<file path="src/rtl/key_event_gen.sv">
// -----------------------------------------------------------------------------
// key_event_gen
//   Front-panel key conditioner for the four board push-buttons. Each raw,
//   active-low KEY pin is synchronized, debounced, and turned into a one-cycle
//   press pulse. Up/down optionally auto-repeat while held so gain can be
//   swept without repeated presses. Everything runs on the audio bit clock.
//
//   Optional feature macro: AUTO_REPEAT_EN
//     defined   : shared up/down repeat FSM (IDLE -> DELAY -> REPEAT)
//     undefined : up/down pulse once per press, exactly like select/back
//
// Ports
//   i_clk     in   1  audio bit clock, rising edge
//   i_rst_n   in   1  asynchronous active-low reset
//   i_key_n   in   4  raw KEY pins, active-low (3=select 2=back 1=up 0=down)
//   o_select  out  1  one-cycle press pulse
//   o_back    out  1  one-cycle press pulse
//   o_up      out  1  one-cycle press or repeat pulse
//   o_down    out  1  one-cycle press or repeat pulse
//   o_level   out  4  debounced levels, active-high, same bit order
// -----------------------------------------------------------------------------
module key_event_gen #(
  parameter int unsigned DEB_CYCLES    = 65536,
  parameter int unsigned REPEAT_DELAY  = 1536000,
  parameter int unsigned REPEAT_PERIOD = 307200
) (
  input  logic       i_clk,
  input  logic       i_rst_n,
  input  logic [3:0] i_key_n,
  output logic       o_select,
  output logic       o_back,
  output logic       o_up,
  output logic       o_down,
  output logic [3:0] o_level
);

  localparam int unsigned CNT_W = (DEB_CYCLES > 1) ? $clog2(DEB_CYCLES) : 1;
  localparam logic [CNT_W-1:0] CNT_MAX = CNT_W'(DEB_CYCLES - 1);

  logic [3:0]            sync1_q, sync2_q;
  logic [3:0]            stab_n_q, stab_n_d;
  logic [3:0][CNT_W-1:0] cnt_q, cnt_d;
  logic [3:0]            level_q;
  logic [3:0]            press_ev, release_ev;
  logic                  select_q, back_q, up_q, down_q;
  logic                  up_d, down_d;

  // ---------------------------------------------------------------------------
  // Debounce: a key change is accepted only after the synchronized level has
  // differed from the stable level for DEB_CYCLES consecutive cycles.
  // ---------------------------------------------------------------------------
  always_comb begin
    // NOTE: every variable gets a default before any branch, so no latch is inferred.
    stab_n_d = stab_n_q;
    for (int k = 0; k < 4; k++) begin
      cnt_d[k] = '0;
      if (sync2_q[k] != stab_n_q[k]) begin
        if (cnt_q[k] == CNT_MAX) begin
          stab_n_d[k] = sync2_q[k];
        end else begin
          cnt_d[k] = cnt_q[k] + 1'b1;
        end
      end
    end
  end

  // level_q is the stable level one cycle late, so comparing the two gives the
  // edge without a separate history register.
  assign press_ev   = ~stab_n_q & ~level_q;
  assign release_ev =  stab_n_q &  level_q;

`ifdef AUTO_REPEAT_EN
  // ---------------------------------------------------------------------------
  // Shared up/down repeat engine. One owner at a time; the other repeat key is
  // ignored (not queued) until it is released and pressed again.
  // ---------------------------------------------------------------------------
  typedef enum logic [1:0] {
    ST_IDLE,
    ST_DELAY,
    ST_REPEAT
  } rpt_state_e;

  localparam int unsigned TMR_W = (REPEAT_DELAY > 1) ? $clog2(REPEAT_DELAY) : 1;
  localparam logic [TMR_W-1:0] DELAY_MAX  = TMR_W'(REPEAT_DELAY - 1);
  localparam logic [TMR_W-1:0] PERIOD_MAX = TMR_W'(REPEAT_PERIOD - 1);

  rpt_state_e       state_q, state_d;
  logic             owner_up_q, owner_up_d;
  logic [TMR_W-1:0] tmr_q, tmr_d;
  logic             owner_rel;
  logic [TMR_W-1:0] tmr_limit;

  assign owner_rel = owner_up_q ? release_ev[1] : release_ev[0];
  assign tmr_limit = (state_q == ST_DELAY) ? DELAY_MAX : PERIOD_MAX;

  always_comb begin
    state_d    = state_q;
    owner_up_d = owner_up_q;
    tmr_d      = tmr_q + 1'b1;
    up_d       = 1'b0;
    down_d     = 1'b0;
    case (state_q)
      ST_IDLE: begin
        tmr_d = '0;
        // Up wins a same-cycle tie; down's press is simply dropped.
        if (press_ev[1]) begin
          up_d       = 1'b1;
          owner_up_d = 1'b1;
          state_d    = ST_DELAY;
        end else if (press_ev[0]) begin
          down_d     = 1'b1;
          owner_up_d = 1'b0;
          state_d    = ST_DELAY;
        end
      end
      ST_DELAY, ST_REPEAT: begin
        // Release takes priority, so a repeat due in the same cycle is lost.
        if (owner_rel) begin
          state_d = ST_IDLE;
          tmr_d   = '0;
        end else if (tmr_q == tmr_limit) begin
          up_d    = owner_up_q;
          down_d  = ~owner_up_q;
          tmr_d   = '0;
          state_d = ST_REPEAT;
        end
      end
      default: begin
        state_d = ST_IDLE;
        tmr_d   = '0;
      end
    endcase
  end

  always_ff @(posedge i_clk or negedge i_rst_n) begin
    if (!i_rst_n) begin
      state_q    <= ST_IDLE;
      owner_up_q <= 1'b0;
      tmr_q      <= '0;
    end else begin
      state_q    <= state_d;
      owner_up_q <= owner_up_d;
      tmr_q      <= tmr_d;
    end
  end
`else
  // Repeat timing has no meaning without the repeat engine.
  localparam bit unused_rpt_cfg = (REPEAT_DELAY != 0) || (REPEAT_PERIOD != 0);

  always_comb begin
    up_d   = press_ev[1];
    down_d = press_ev[0];
  end
`endif

  // ---------------------------------------------------------------------------
  // Synchronizers, debounce state and registered outputs.
  // ---------------------------------------------------------------------------
  always_ff @(posedge i_clk or negedge i_rst_n) begin
    if (!i_rst_n) begin
      sync1_q  <= '1;
      sync2_q  <= '1;
      stab_n_q <= '1;
      cnt_q    <= '0;
      level_q  <= '0;
      select_q <= 1'b0;
      back_q   <= 1'b0;
      up_q     <= 1'b0;
      down_q   <= 1'b0;
    end else begin
      // NOTE: non-blocking assignments make the two sync stages a true shift.
      sync1_q  <= i_key_n;
      sync2_q  <= sync1_q;
      stab_n_q <= stab_n_d;
      cnt_q    <= cnt_d;
      level_q  <= ~stab_n_q;
      select_q <= press_ev[3];
      back_q   <= press_ev[2];
      up_q     <= up_d;
      down_q   <= down_d;
    end
  end

  assign o_select = select_q;
  assign o_back   = back_q;
  assign o_up     = up_q;
  assign o_down   = down_q;
  assign o_level  = level_q;

endmodule
</file>
<file path="config.mk">
export PLATFORM = sky130hd
export DESIGN_NAME = key_event_gen
export DESIGN_NICKNAME = d
export VERILOG_FILES = /design/src/rtl/key_event_gen.sv
export SDC_FILE = /design/constraint.sdc
export NUM_CORES = 1
export LEC_CHECK = 0
export ABC_AREA = 1
export BUFFER_PORTS_ARGS = -buffer_cell sky130_fd_sc_hd__buf_2
export CAP_MARGIN = 5
export CORE_UTILIZATION = 45
export DETAILED_ROUTE_END_ITERATION = 16
export PLACE_DENSITY_LB_ADDON = 0.05
export SETUP_SLACK_MARGIN = 0.4
export SLEW_MARGIN = 40
export SYNTH_ARGS = -nofsm -noshare
export SYNTH_HDL_FRONTEND = slang
export SYNTH_SLANG_ARGS = --single-unit
</file>
<file path="constraint.sdc">
create_clock -name i_clk -period 1.7 [get_ports i_clk]
set_clock_uncertainty 0.15 [all_clocks]
set_input_delay 0.34 -clock i_clk [delete_from_list [all_inputs] [get_ports i_clk]]
set_output_delay 0.34 -clock i_clk [all_outputs]
set_load 0.005 [all_outputs]
</file>
; ---- Word-level counts from Yosys, hierarchy flattened
; Cells that the tools add are included.
[word_totals]
reg_bits = 84
latch_bits = 0
mem_bits_rw = 0
romBits = 0
output_inout_bits = 8
wordCells = 42
n_memories = 0
[classes]
addsub = 4
multipliers = 0
div = 0
n_lt_le_gt_ge = 0
n_eq_ne = 8
shifts = 0
muxes = 8
n_bitwise = 3
n_reduce_logical = 4
[ops]
columns = operator, n
row1 = 16-bit two-way mux, 8
row2 = 16-bit by 1-bit adder with 16-bit output (second input constant), 4
row3 = 16-bit equality test (second input constant), 4
row4 = 4-bit inverter, 2
row5 = 2-bit AND reduction, 4
row6 = 4-bit bitwise AND, 1
row7 = 1-bit inequality test, 4

; ---- Depth between registers and ports, before layout
; Gate-level depths: netlist (run 1).
[depth]
depth_word = 3
mapped_depth = 8
depth_no_buf = 8

; ---- Worst setup path after synthesis (run 1)
; Ideal clock, no wire load.
[synth_path]
path_kind = reg-to-reg
from = register cnt_q[32] in the netlist's numbering
to = register cnt_q[41] in the netlist's numbering
setup_time_ps = 118
arrival_time_ps = 1155
t_required_ps = 1432
path_slack_ps = 277
stages_incl_launch_ff = 9
period_less_slack_ps = 1423
cell_sequence = dfrtp_1 -> ha_1 -> nand3_2 -> inv_1 -> nand2_2 -> nor2_4 -> nand2_2 -> nand2_4 -> nor2_1
[synth_lines]
columns = item, line_no
row1 = start: declaration, 42  ; logic [3:0][CNT_W-1:0] cnt_q, cnt_d;
row2 = start signal: assignment, 175  ; cnt_q <= cnt_d;

==> results list, run 1 <==
* CP Cell Sequence: ha_2 -> nand3_4 -> inv_4 -> nand2_4 -> nor2_4 -> nand2_4 -> nand2_4 -> nor2_1
- Of all nets on the critical path, the largest fanout is 4.
- Clock Tree Root: clkbuf_8
- The via count of the first global-routing pass came to 3040.
- Highest-count cells in the layout ignoring fill and taps: nand2_1, dfrtp_1, nor2_1
- Excluding fillers, the count of instances in the completed layout stands at 670.
- Post-synthesis to final-layout area growth: 33.52%
- After technology mapping, the gate count stands at 473.
- Pins Over Slew Limit: 0
- On the critical path, the stage with the largest delay is an instance of dfrtp_1.
- Data arrives at the worst endpoint at 1.59 ns.
- For this run, the register share of the synthesized area comes to 51.32%.
* Finished layout cell area: 5508 um2
* Min-delay src: sync1_q[1]
* Core footprint: 8806 um2
- The most numerous cell type found on the critical path is nand2_4.
* First-pass GRT wire length: 14410 um
- Derived from the worst setup path, the maximum achievable clock frequency is 669.1 MHz.
* Maximum root-to-sink buffer count: 2
- Worst path required time: 1.80 ns
- Total Routing Usage GR: 18.84%
- The initial utilization of the core area, before any placement, comes to 46.85%.
- In the final design database the tool counted 567 nets.
- The clock network is responsible for 37.4% of the overall power.
- Number of vias per cell after detailed routing: 4.773
* Netlist area before placement: 4125 um2
- Number of warnings reported in the yosys synthesis log: 0
- CP top delay family: simple AND/OR/NAND/NOR gates
- Total CTS buffers: 9
- Int Pwr: 2.849 mW
* Maximum number of pins on one net before global-route repair: 85
* Average cell area after synthesis: 8.721 um2
- The final layout contains routed wiring with a total length of 8604 um.
- Reg-to-reg critical path startpoint: cnt_q[48]
- After detailed placement, the total cell area comes to 4398 um2.
- Dividing the detail-routed wire length by the instance count gives 12.84 um.
- Buffers placed on the I/O ports in this run total 13.
- Number of cell instances on the worst register-to-register path: 8
* Detailed-router iteration count before antenna repair: 11
- Hold endpoint: sync2_q[1]
* RSZ-0062 raised after global routing: yes
* Busiest metal layer after global routing: met2
* Number of register bits inferred by synthesis: 84
- CTS sink cnt: 84
- After detailed placement, the design holds a cell count of 595.
- In the global route stage, met3 resource usage came out at 4.080%.
* Post-Syn Nets: 483
- TritonCTS built the clock tree.
* Reg power frac: 55.5%
- The repair_antennas step left the layout with diodes totalling 0.
- Count of H-tree levels built during CTS: 3
- The clock reaches the later pin of the worst-skew pair after 0.35 ns.
- Overflow left after global routing: 0
- In the global route stage, met2 resource usage came out at 30.55%.
* Post-DP HPWL: 5004 um
- The worst setup path is of the register to register kind.
* Number of instances on the worst hold path: 0
- Switching share of power: 23.84%
- Weighted congestion at the end of routability-driven global placement: 0.7916
* Fin Hold WS: 0.2054 ns
- Vertical die dimension: 97.75 um
- Power spread over the standard cell area amounts to 679.2 nW/um2.
- Chip width: 97.75 um
- The initialized floorplan defines 34 standard-cell rows.
- Min Tclk post-route: 1.494 ns
- Adding up every negative setup slack in the final design gives 0 ns.
- On the worst path, the slowest cell contributes a delay of 0.37 ns.
- Switching power of the nets: 0.8919 mW
* Routed via count: 3198
* Result of the run: complete, but fails checks
* Startpoint Class: register
* Remaining DRCs: 3
- Clock-pin slew on the worst setup and hold paths: 0.08 ns
- Number of DRC markers after the initial detailed-route iteration: 112
- The final reports fail on DRC.
- Buf/Inv on CP: 1
- Slew Limit Headroom: 71.01%
- Number of nets still failing antenna checks after routing: 0
* Endpoint of the lowest-slack register-to-register path: cnt_q[55]
- Global-route met1 utilization: 25.40%
- In the finished design, the share of the clock period the worst path needs comes to 87.91%.
- Setup violations remaining at the end of the flow were counted as 0.
* Lkg Pwr: 2.411 nW
- For flop-to-flop paths, the worst setup slack is 0.21 ns.
* Most common library cell in the layout ignoring fill and taps: nand2_1
- IR analysis of the VDD net gives a maximum drop of 441.0 uV.
- At the pin with the least slew margin, the transition time is 0.4348 ns.
- In the final layout, the share of cells above drive strength 1 is 37.54%.
* Part of the power in combinational logic: 7.1%
- The worst hold path belongs to the class register to register.
- The number of antenna violations at the first check in global routing came to 0.
- The final-report hold violation count is 0.
* Max-capacitance violation count: 0
* Endpoint class of the critical path: register
- I/O Pins: 14
- Yosys mapped the design onto 24 distinct sky130hd cell types.
- Die Outline Area: 9554 um2
- At the end of the flow the core is filled with cells to 62.55%.
## stage by stage
step | total power, mW | worst slack [ns]
3_3_place_gp | 2.250 | 0.2122
4_1_cts | 3.731 | 0.2353
6_report | 3.741 | 0.2055
5_1_grt | 3.914 | 0.09695
3_5_place_dp | 2.254 | 0.1558
2_1_floorplan | 2.177 | 0.3183
## layout make-up
class | count | area [um2]
fillers | 755 | 3298
repair buffers | 69 | 574.3
multi-input cells | 344 | 2296
well taps | 108 | 135.1
inverters | 49 | 198.9
flip-flops and latches | 84 | 2117
clock inverters | 3 | 47.55
clock buffers | 13 | 138.9
## power groups by stage
stage | sequential, mW | clock (mW) | combinational, mW
2_1_floorplan | 2.10 | 0 | 0.0722
3_3_place_gp | 2.11 | 0 | 0.140
3_5_place_dp | 2.11 | 0 | 0.143
4_1_cts | 2.07 | 1.45 | 0.215
5_1_grt | 2.08 | 1.53 | 0.298
6_report | 2.08 | 1.40 | 0.267
## per-layer routing
| layer | vias to the layer above | share of wire (%) | wire length, um |
|---|---|---|---|
| met1 | 1516 | 48 | 4093 |
| met3 | 15 | 2.1 | 184 |
| met5 | - | 0 | 0 |
| met4 | 0 | 1.8 | 151 |
| li1 | 1640 | - | - |
| met2 | 27 | 49 | 4173 |
## cells in the mapped netlist (all sizes together)
library cell    n  area share (%)
nand2         128              13
nor2          112              13
dfrtp          72              44
inv            49             4.5
nand3          26             3.9
xor2           24             5.5
nand4          13             2.0
o21bai         13             2.5
dfstp          12             7.6
xnor2           8             1.7
a21oi           4            0.49
ha              4             1.2
nor3            4            0.49
o21ai           4            0.49
## how the worst max path moves through the flow
stage,from,end,cells after the start
after floorplan,cnt_q[32],cnt_q[33],8
after global placement,cnt_q[32],cnt_q[41],8
after detailed placement,cnt_q[32],cnt_q[45],8
after CTS,cnt_q[32],cnt_q[41],8
after global routing,cnt_q[33],cnt_q[42],8
final,cnt_q[48],cnt_q[55],8
## kinds of logic (layout without fill, tap and decap cells)
| kind of cell | after synthesis | after routing | synth area share, % |
|---|---|---|---|
| AND/OR/NAND/NOR | 283 | 287 | 32.42 |
| flip-flops | 84 | 84 | 51.32 |
| buffers and inverters | 49 | 134 | 4.459 |
| XOR/XNOR | 32 | 32 | 7.158 |
| AO/OA/AOI/OAI | 21 | 21 | 3.427 |
| adder cells (fa/ha/maj) | 4 | 4 | 1.213 |
## flip-flops by register name, summed over array words and instances, names as in the netlist
signal / cells
o_up: 1
o_select: 1
o_down: 1
sync1_q: 4
o_back: 1
o_level: 4
stab_n_q: 4
cnt_q: 64
sync2_q: 4
## repair_timing
| action | 4_1_cts | 5_1_grt |
|---|---|---|
| resized for setup | 42 | 74 |
| setup buffers | 34 | 16 |
| pin swaps | 31 | 44 |
| hold buffers | 5 | 0 |
| endpoints found under the hold margin | 76 | 0 |
| gates cloned | 4 | 0 |
| endpoints found under the setup margin | 75 | 75 |
Power figures use the tool's default switching activity.
==> run 2: changes to the inputs <==
CELL_PAD_IN_SITES_DETAIL_PLACEMENT = 2   (was default)
CELL_PAD_IN_SITES_GLOBAL_PLACEMENT = 2   (was default)
CORE_UTILIZATION = 39   (was 45)
GPL_ROUTABILITY_DRIVEN = 0   (was default)
==> results list, run 2 <==
* Fraction of synthesis flops using an asynchronous set or reset pin: 100.0%
- The number of clock buffers added by TritonCTS is 9.
- Number of flops mapped to enable cells by yosys: 0
- CTS placed an instance of clkbuf_8 at the clock tree root.
- Cells after synthesis: 473
* Number of port buffers: 13
* Yosys cell types: 24
* Initial standard-cell utilization of the core: 40.14%
- The initialized floorplan defines 37 standard-cell rows.
- CTS sink cnt: 84
- The floorplan step set the die width to 104.8 um.
- The first error in the log reads "[ERROR DPL-0033] detailed placement checks failed during check placement".
* Terminating stage of the flow: 5_1_grt
- Count of H-tree levels built during CTS: 3
- Result of the run: did not finish
- The commonest cells after synthesis are nand2_1, nor2_1, dfrtp_1.
- Worst endpoint type: register data pin
- By area the synthesized netlist is led by dfrtp_1, nand2_1, nor2_1.
- Vertical die dimension: 104.8 um
* Maximum number of pins on one net before global-route repair: 31
- The most common cell in the synthesized netlist is nand2_1.
- Portion of synthesized cell area occupied by the leading cell type: 43.68%
* I/O Pins: 14
- After synthesis the netlist holds a flip-flop and latch count of 84.
* Post-DP HPWL: 7325 um
- Post-Syn Nets: 483
- The number of antenna violations at the first check in global routing came to 0.
- Synth Flop Type: dfrtp_1
- Final worst endpoint reported by repair_timing after global routing: cnt_q[39]$_DFF_PN0_/D
- The longest clock path from root to sink contains 2 buffers.
- dfrtp_1 takes more of the synthesized area than any other cell.
- Sequential elements use 51.32% of the synthesized area.
- Dividing the synthesized area by the synthesized cell count gives 8.721 um2.
- The mapped netlist covers 4125 um2.
* Number of warnings reported in the yosys synthesis log: 0
==> run 2: cells by family after synthesis <==
logic type | count (synthesis) | share of synthesized area, %
AOI/OAI and AO/OA | 21 | 3.427
xor gates and xnor gates | 32 | 7.158
adders and majority gates | 4 | 1.213
buffers and inverters | 49 | 4.459
DFF | 84 | 51.32
and+or+nand+nor | 283 | 32.42
==> run 2: metrics by stage <==
| stage | setup WS, ns | cell area, um2 | hold WS, ns | util, % | std cells |
|---|---|---|---|---|---|
| after detailed placement | 0.1245 | 4468 | 0.1644 | 43.47 | 626 |
| after CTS | 0.1999 | 5400 | 0.2099 | 52.54 | 697 |
| after floorplan | 0.3183 | 4175 | -0.1056 | - | 473 |
| after global placement | 0.2100 | 4468 | 0.1583 | 43.47 | 626 |
==> run 2: what timing repair did <==
| item | CTS |
|---|---|
| buffers inserted | 46 |
| gates resized for setup | 72 |
| gates cloned | 4 |
| hold buffers | 5 |
| hold endpoints to repair | 21 |
| pin swaps | 41 |
| setup endpoints to repair | 76 |
==> run 3: changes to the inputs <==
CELL_PAD_IN_SITES_DETAIL_PLACEMENT = default   (was 2)
CELL_PAD_IN_SITES_GLOBAL_PLACEMENT = default   (was 2)
CORE_UTILIZATION = 30   (was 39)
PLACE_DENSITY_LB_ADDON = 0.15   (was 0.05)
SETUP_SLACK_MARGIN = default   (was 0.4)
==> results list, run 3 (synthesis results as in run 1) <==
- I/O Pins: 14
- The flow ran to the end, and the final reports show no timing, DRC or antenna violations.
- The tool flagged a number of max-cap violations equal to 0.
* Lkg Pwr: 2.036 nW
- Overflow left after global routing: 0
- In this run the worst path has a maximum fanout of 5.
- Placed Cells incl. Taps: 664
- The max-slew violation count is 0.
* Maximum root-to-sink buffer count: 2
- The first global-routing pass estimated 13990 um of wire.
* Final setup TNS: 0 ns
* Most common library cell in the layout ignoring fill and taps: nand2_1
- Min Tclk post-route: 1.550 ns
- The worst setup path is launched from a register.
- Worst Tran Pin Value: 0.3799 ns
- The die covers 14220 um2.
* Number of nets still failing antenna checks after routing: 0
* Net count, final: 517
- Number of port buffers: 13
* Number of antenna violations at the first check in global routing: 0
- Count of H-tree levels built during CTS: 3
- The wire-length estimate of the detail-placed layout is 5522 um.
* Largest register FFs: 64
- STA classifies the critical path endpoint as a register.
- Core footprint: 13350 um2
- Worst path required time: 1.78 ns
- Post-synthesis to final-layout area growth: 17.14%
* Highest ir drop seen on vdd: 707.8 uV
- Measured along the y axis, the die boundary spans 119.3 um.
- Top reg by flops: cnt_q
- Counting the fill cells in the layout gives 1402.
* Post-route insts no fill: 688
* Final Hold Fails: 0
- Hold/Removal Path Class: register to register
- Routed via count: 2964
- Site Rows: 42
- Total Routing Usage GR: 12.47%
- The via count of the first global-routing pass came to 2995.
- The library cells used most frequently in the layout, excluding fill and tap cells, are nand2_1, nor2_1, dfrtp_1.
- The initial utilization of the core area, before any placement, comes to 30.91%.
- RSZ-0062 raised after global routing: no
- The clock drives 84 sinks.
- TritonCTS built the clock tree.
- WL/cell: 11.32 um
* Start-to-end type of the worst setup path: register to register
- Final clock period utilization by the worst path: 91.15%
- Entering global routing, the biggest net connects 35 pins.
- Clock Tree Root: clkbuf_16
- Chip width: 119.3 um
* Total Wirelength: 7789 um
- Clock-pin slew on the worst setup and hold paths: 0.06 ns
- Number of vias per cell after detailed routing: 4.308
- Remaining DRCs: 0
- Power spread over the standard cell area amounts to 871.7 nW/um2.
* Final-report setup violation count: 0
- The pre-antenna-repair detailed-routing pass consisted of 6 iterations.
* Fraction of final layout cells sized beyond drive strength 1: 19.34%
- Number of DRC markers after the initial detailed-route iteration: 104
- F_max: 645.3 MHz
* Slew Limit Headroom: 74.48%
- Inserted Diodes: 0
- Later-pin clock latency in the skew report: 0.34 ns
* Total CTS buffers: 9
- Arrival time at the worst endpoint: 1.63 ns
==> run 3: report_power, final <==
part	total [mW]	switching (mW)	internal (mW)
clock	1.99	0.812	1.17
sequential	2.07	0.0302	2.04
combinational	0.155	0.0975	0.0573
total	4.21	0.940	3.27
==> run 3: worst paths after layout <==
check                              to  depth (start not counted)       start  slack, ns
min in group asynchronous   cnt_q[57]                          2     i_rst_n       0.29
max reg2reg                  cnt_q[1]                          8    cnt_q[0]       0.15
max in group asynchronous  sync1_q[1]                          3     i_rst_n       0.54
max                          cnt_q[1]                          8    cnt_q[0]       0.15
min reg2reg                sync2_q[1]                          0  sync1_q[1]       0.20
min                        sync2_q[1]                          0  sync1_q[1]       0.20
==> run 3: timing repair <==
action                                 4_1_cts  5_1_grt
hold buffers                                 5        0
setup buffers                                0        2
gates resized for setup                      0        2
endpoints found under the hold margin       23        0
setup endpoints to repair                    0       17
==> run 3: metrics by stage <==
stage / worst slack, ns / util, % / instance area, um2 / hold WS [ns] / total power [mW]
floorplan: 0.2774 / - / 4125 / -0.1056 / 2.170
global placement: 0.1630 / 33.36 / 4453 / 0.1263 / 2.250
detailed placement: 0.1171 / 33.36 / 4453 / 0.1296 / 2.254
CTS: 0.1137 / 36.00 / 4806 / 0.2049 / 4.300
global route: 0.0004028 / 36.20 / 4832 / 0.2087 / 4.390
finish: 0.1504 / 36.20 / 4832 / 0.2040 / 4.212
==> run 3: layout make-up <==
class	instances	area [um2]	share of cell area, %
Sequential cell	84	2117	43.81
Multi-Input combinational cell	341	1836	37.99
Clock buffer	10	239.0	4.946
Tap cell	176	220.2	4.557
Inverter	49	183.9	3.806
Timing Repair Buffer	22	172.7	3.573
Clock inverter	6	63.81	1.321
==> run 3: worst max-delay path, stage by stage (launching register included) <==
cell     delay (ns)
dfrtp_1        0.39
ha_2           0.21
nand3_2        0.09
inv_1          0.10
nand2_2        0.10
nor2_4         0.11
nand2_2        0.10
nand2_2        0.13
nor2_1         0.05
==> run 3: metal layers <==
metal	routed length [um]	up-vias	GRT usage (%)	share of wire, %
li1	-	1538	-	-
met1	3775	1392	15.60	48
met4	140	0	5.459	1.8
met2	3668	23	20.02	47
met5	0	-	0	0
met3	204	11	3.496	2.6
==> run 4: changes to the inputs <==
BUFFER_PORTS_ARGS = default   (was -buffer_cell sky130_fd_sc_hd__buf_2)
DONT_BUFFER_PORTS = 1   (was default)
==> results list, run 4 (synthesis results as in run 1) <==
* Final clock period utilization by the worst path: 91.24%
* Final Hold Fails: 84
- Worst-case setup slack after placement: 0.1097 ns
* Remaining DRCs: 0
- Delay of the slowest cell on the worst path: 0.39 ns
- Fin Hold WS: -0.4612 ns
- I/O Pins: 14
- For this block, the routed nets add up to 7524 um of wire.
- The net count of the finished layout is 500.
- Later-pin clock latency in the skew report: 0.34 ns
- Counting the buffers created by CTS gives 9.
- Endpoint of the lowest-slack register-to-register path: cnt_q[11]
- By startpoint and endpoint, the worst setup path is classified as register to register.
* Worst Tran Pin Value: 0.3772 ns
- The worst register-to-register path has a setup slack of 0.15 ns.
- In the final routed layout, each cell accounts on average for 11.21 um.
* Power density cells: 888.6 nW/um2
* Endpoint class of the critical path: register
- Number of cell instances on the worst register-to-register path: 8
- CTS Hold Buffers Added: 4
* Number of port buffers: 0
- Final setup TNS: 0 ns
- Largest register FFs: 64
- Most prevalent standard cell on the critical path: nand2_2
* DP Area: 4353 um2
- The layout has 1389 filler cells.
- For the worst setup path, the data arrival time is 1.64 ns.
* Result of the run: complete, but fails checks
* Die Outline Area: 14220 um2
- Worst path required time: 1.78 ns
* Core footprint: 13350 um2
- Initial standard-cell utilization of the core: 30.91%
* Setup slack of the critical path after layout: 0.1489 ns
- Maximum net fanout on the critical path: 9
- Cells with a size suffix above 1 make up 16.97% of the layout.
- For this design, the slowest cell found on the critical path is dfrtp_1.
- Highest-count cells in the layout ignoring fill and taps: nand2_1, nor2_1, dfrtp_1
* Critical path launch point: cnt_q[0]
* RSZ-0062 raised after global routing: no
* Post-synthesis to final-layout area growth: 14.59%
- Finished layout cell area: 4727 um2
* Site Rows: 42
- Detailed-router iteration count before antenna repair: 4
- STA classifies the critical path startpoint as a register.
- Detailed placement ended at an HPWL of 5183 um.
* Inserted Diodes: 0
- The tool flagged a number of max-cap violations equal to 0.
* Hold/Removal Path Class: input pin to async pin
* Number of nets still failing antenna checks after routing: 0
* Number of antenna violations at the first check in global routing: 0
* Min Tclk post-route: 1.551 ns
- Maximum root-to-sink buffer count: 2
- The detailed router placed 2918 vias in this run.
- Overflow left after global routing: 0
- Walking the worst path, the cells encountered are ha_2 -> nand3_2 -> inv_1 -> nand2_2 -> nor2_4 -> nand2_2 -> nand2_4 -> nor2_1.
- Setup violations remaining at the end of the flow were counted as 0.
- The first global-routing pass estimated 13470 um of wire.
- Number of DRC markers after the initial detailed-route iteration: 150
- Measured along the y axis, the die boundary spans 119.3 um.
- Highest ir drop seen on vdd: 816.7 uV
* Most common library cell in the layout ignoring fill and taps: nand2_1
- Dividing the detail-routed via count by the number of cells gives 4.349.
- The max-slew violation count is 0.
- Maximum number of pins on one net before global-route repair: 85
* Reg-to-reg critical path startpoint: cnt_q[0]
* CTS sink cnt: 84
- The checks that failed: hold timing.
- The root buffer cell chosen for the clock tree is clkbuf_16.
* Lkg Pwr: 1.961 nW
- cnt_q holds more flip-flops than any other register.
- Clock-pin slew was measured on the worst setup and hold paths at 0.06 ns.
* Vias in the first global route: 2839
- Total Routing Usage GR: 12.18%
- In this run the number of H-tree levels came out at 3.
- TritonCTS built the clock tree.
- Headroom to the max-slew limit came out at 74.66%.
- Chip width: 119.3 um
* F_max: 644.7 MHz
-- run 4: how the worst max path moves through the flow --
stage | end | slack (ns)
6_report | cnt_q[11] | 0.15
5_1_grt | cnt_q[55] | 0.004
4_1_cts | cnt_q[37] | 0.1
3_5_place_dp | cnt_q[47] | 0.11
3_3_place_gp | cnt_q[9] | 0.15
2_1_floorplan | cnt_q[41] | 0.28
-- run 4: cell type report --
type	count	area (um2)	share of cell area, %
Clock inverter	5	60.06	1.271
Timing Repair Buffer	5	47.55	1.006
Tap cell	176	220.2	4.659
Sequential cell	84	2117	44.79
Inverter	49	183.9	3.891
Multi-Input combinational cell	341	1846	39.04
Clock buffer	11	252.7	5.347
-- run 4: what timing repair did --
item | 4_1_cts | 5_1_grt
setup endpoints to repair | 0 | 12
resized for setup | 0 | 4
endpoints found under the hold margin | 88 | 84
setup buffers | 0 | 0
-- run 4: per-layer routing --
layer,share of wire (%),global-route usage [%],vias to the layer above
li1,-,-,1506
met1,49,15.49,1371
met2,45,18.53,33
met3,4.0,4.550,8
met4,1.5,4.984,0
met5,0,0,-
-- run 4: critical path, delay by kind of cell, from the launching register on --
family                   cells  cell delay, ns
flip-flops                   1            0.39
AND/OR/NAND/NOR              6            0.58
buffers and inverters        1            0.10
adder cells (fa/ha/maj)      1            0.22
-- run 4: stage by stage --
stage	utilization, %	std cells	hold WS [ns]	power, mW
floorplan	-	473	-0.1056	2.170
global placement	32.61	650	-0.1022	2.195
detailed placement	32.61	650	-0.1023	2.196
CTS	35.25	670	-0.4810	4.278
global route	35.41	671	-0.4843	4.390
finish	35.41	671	-0.4612	4.200
-- run 4: power by group --
group	total [mW]	switching (mW)	leakage [nW]	internal [mW]
registers	2.07	0.0323	1.10	2.04
logic	0.0971	0.0553	0.709	0.0418
clock network	2.03	0.810	0.152	1.22
total	4.20	0.898	1.96	3.30
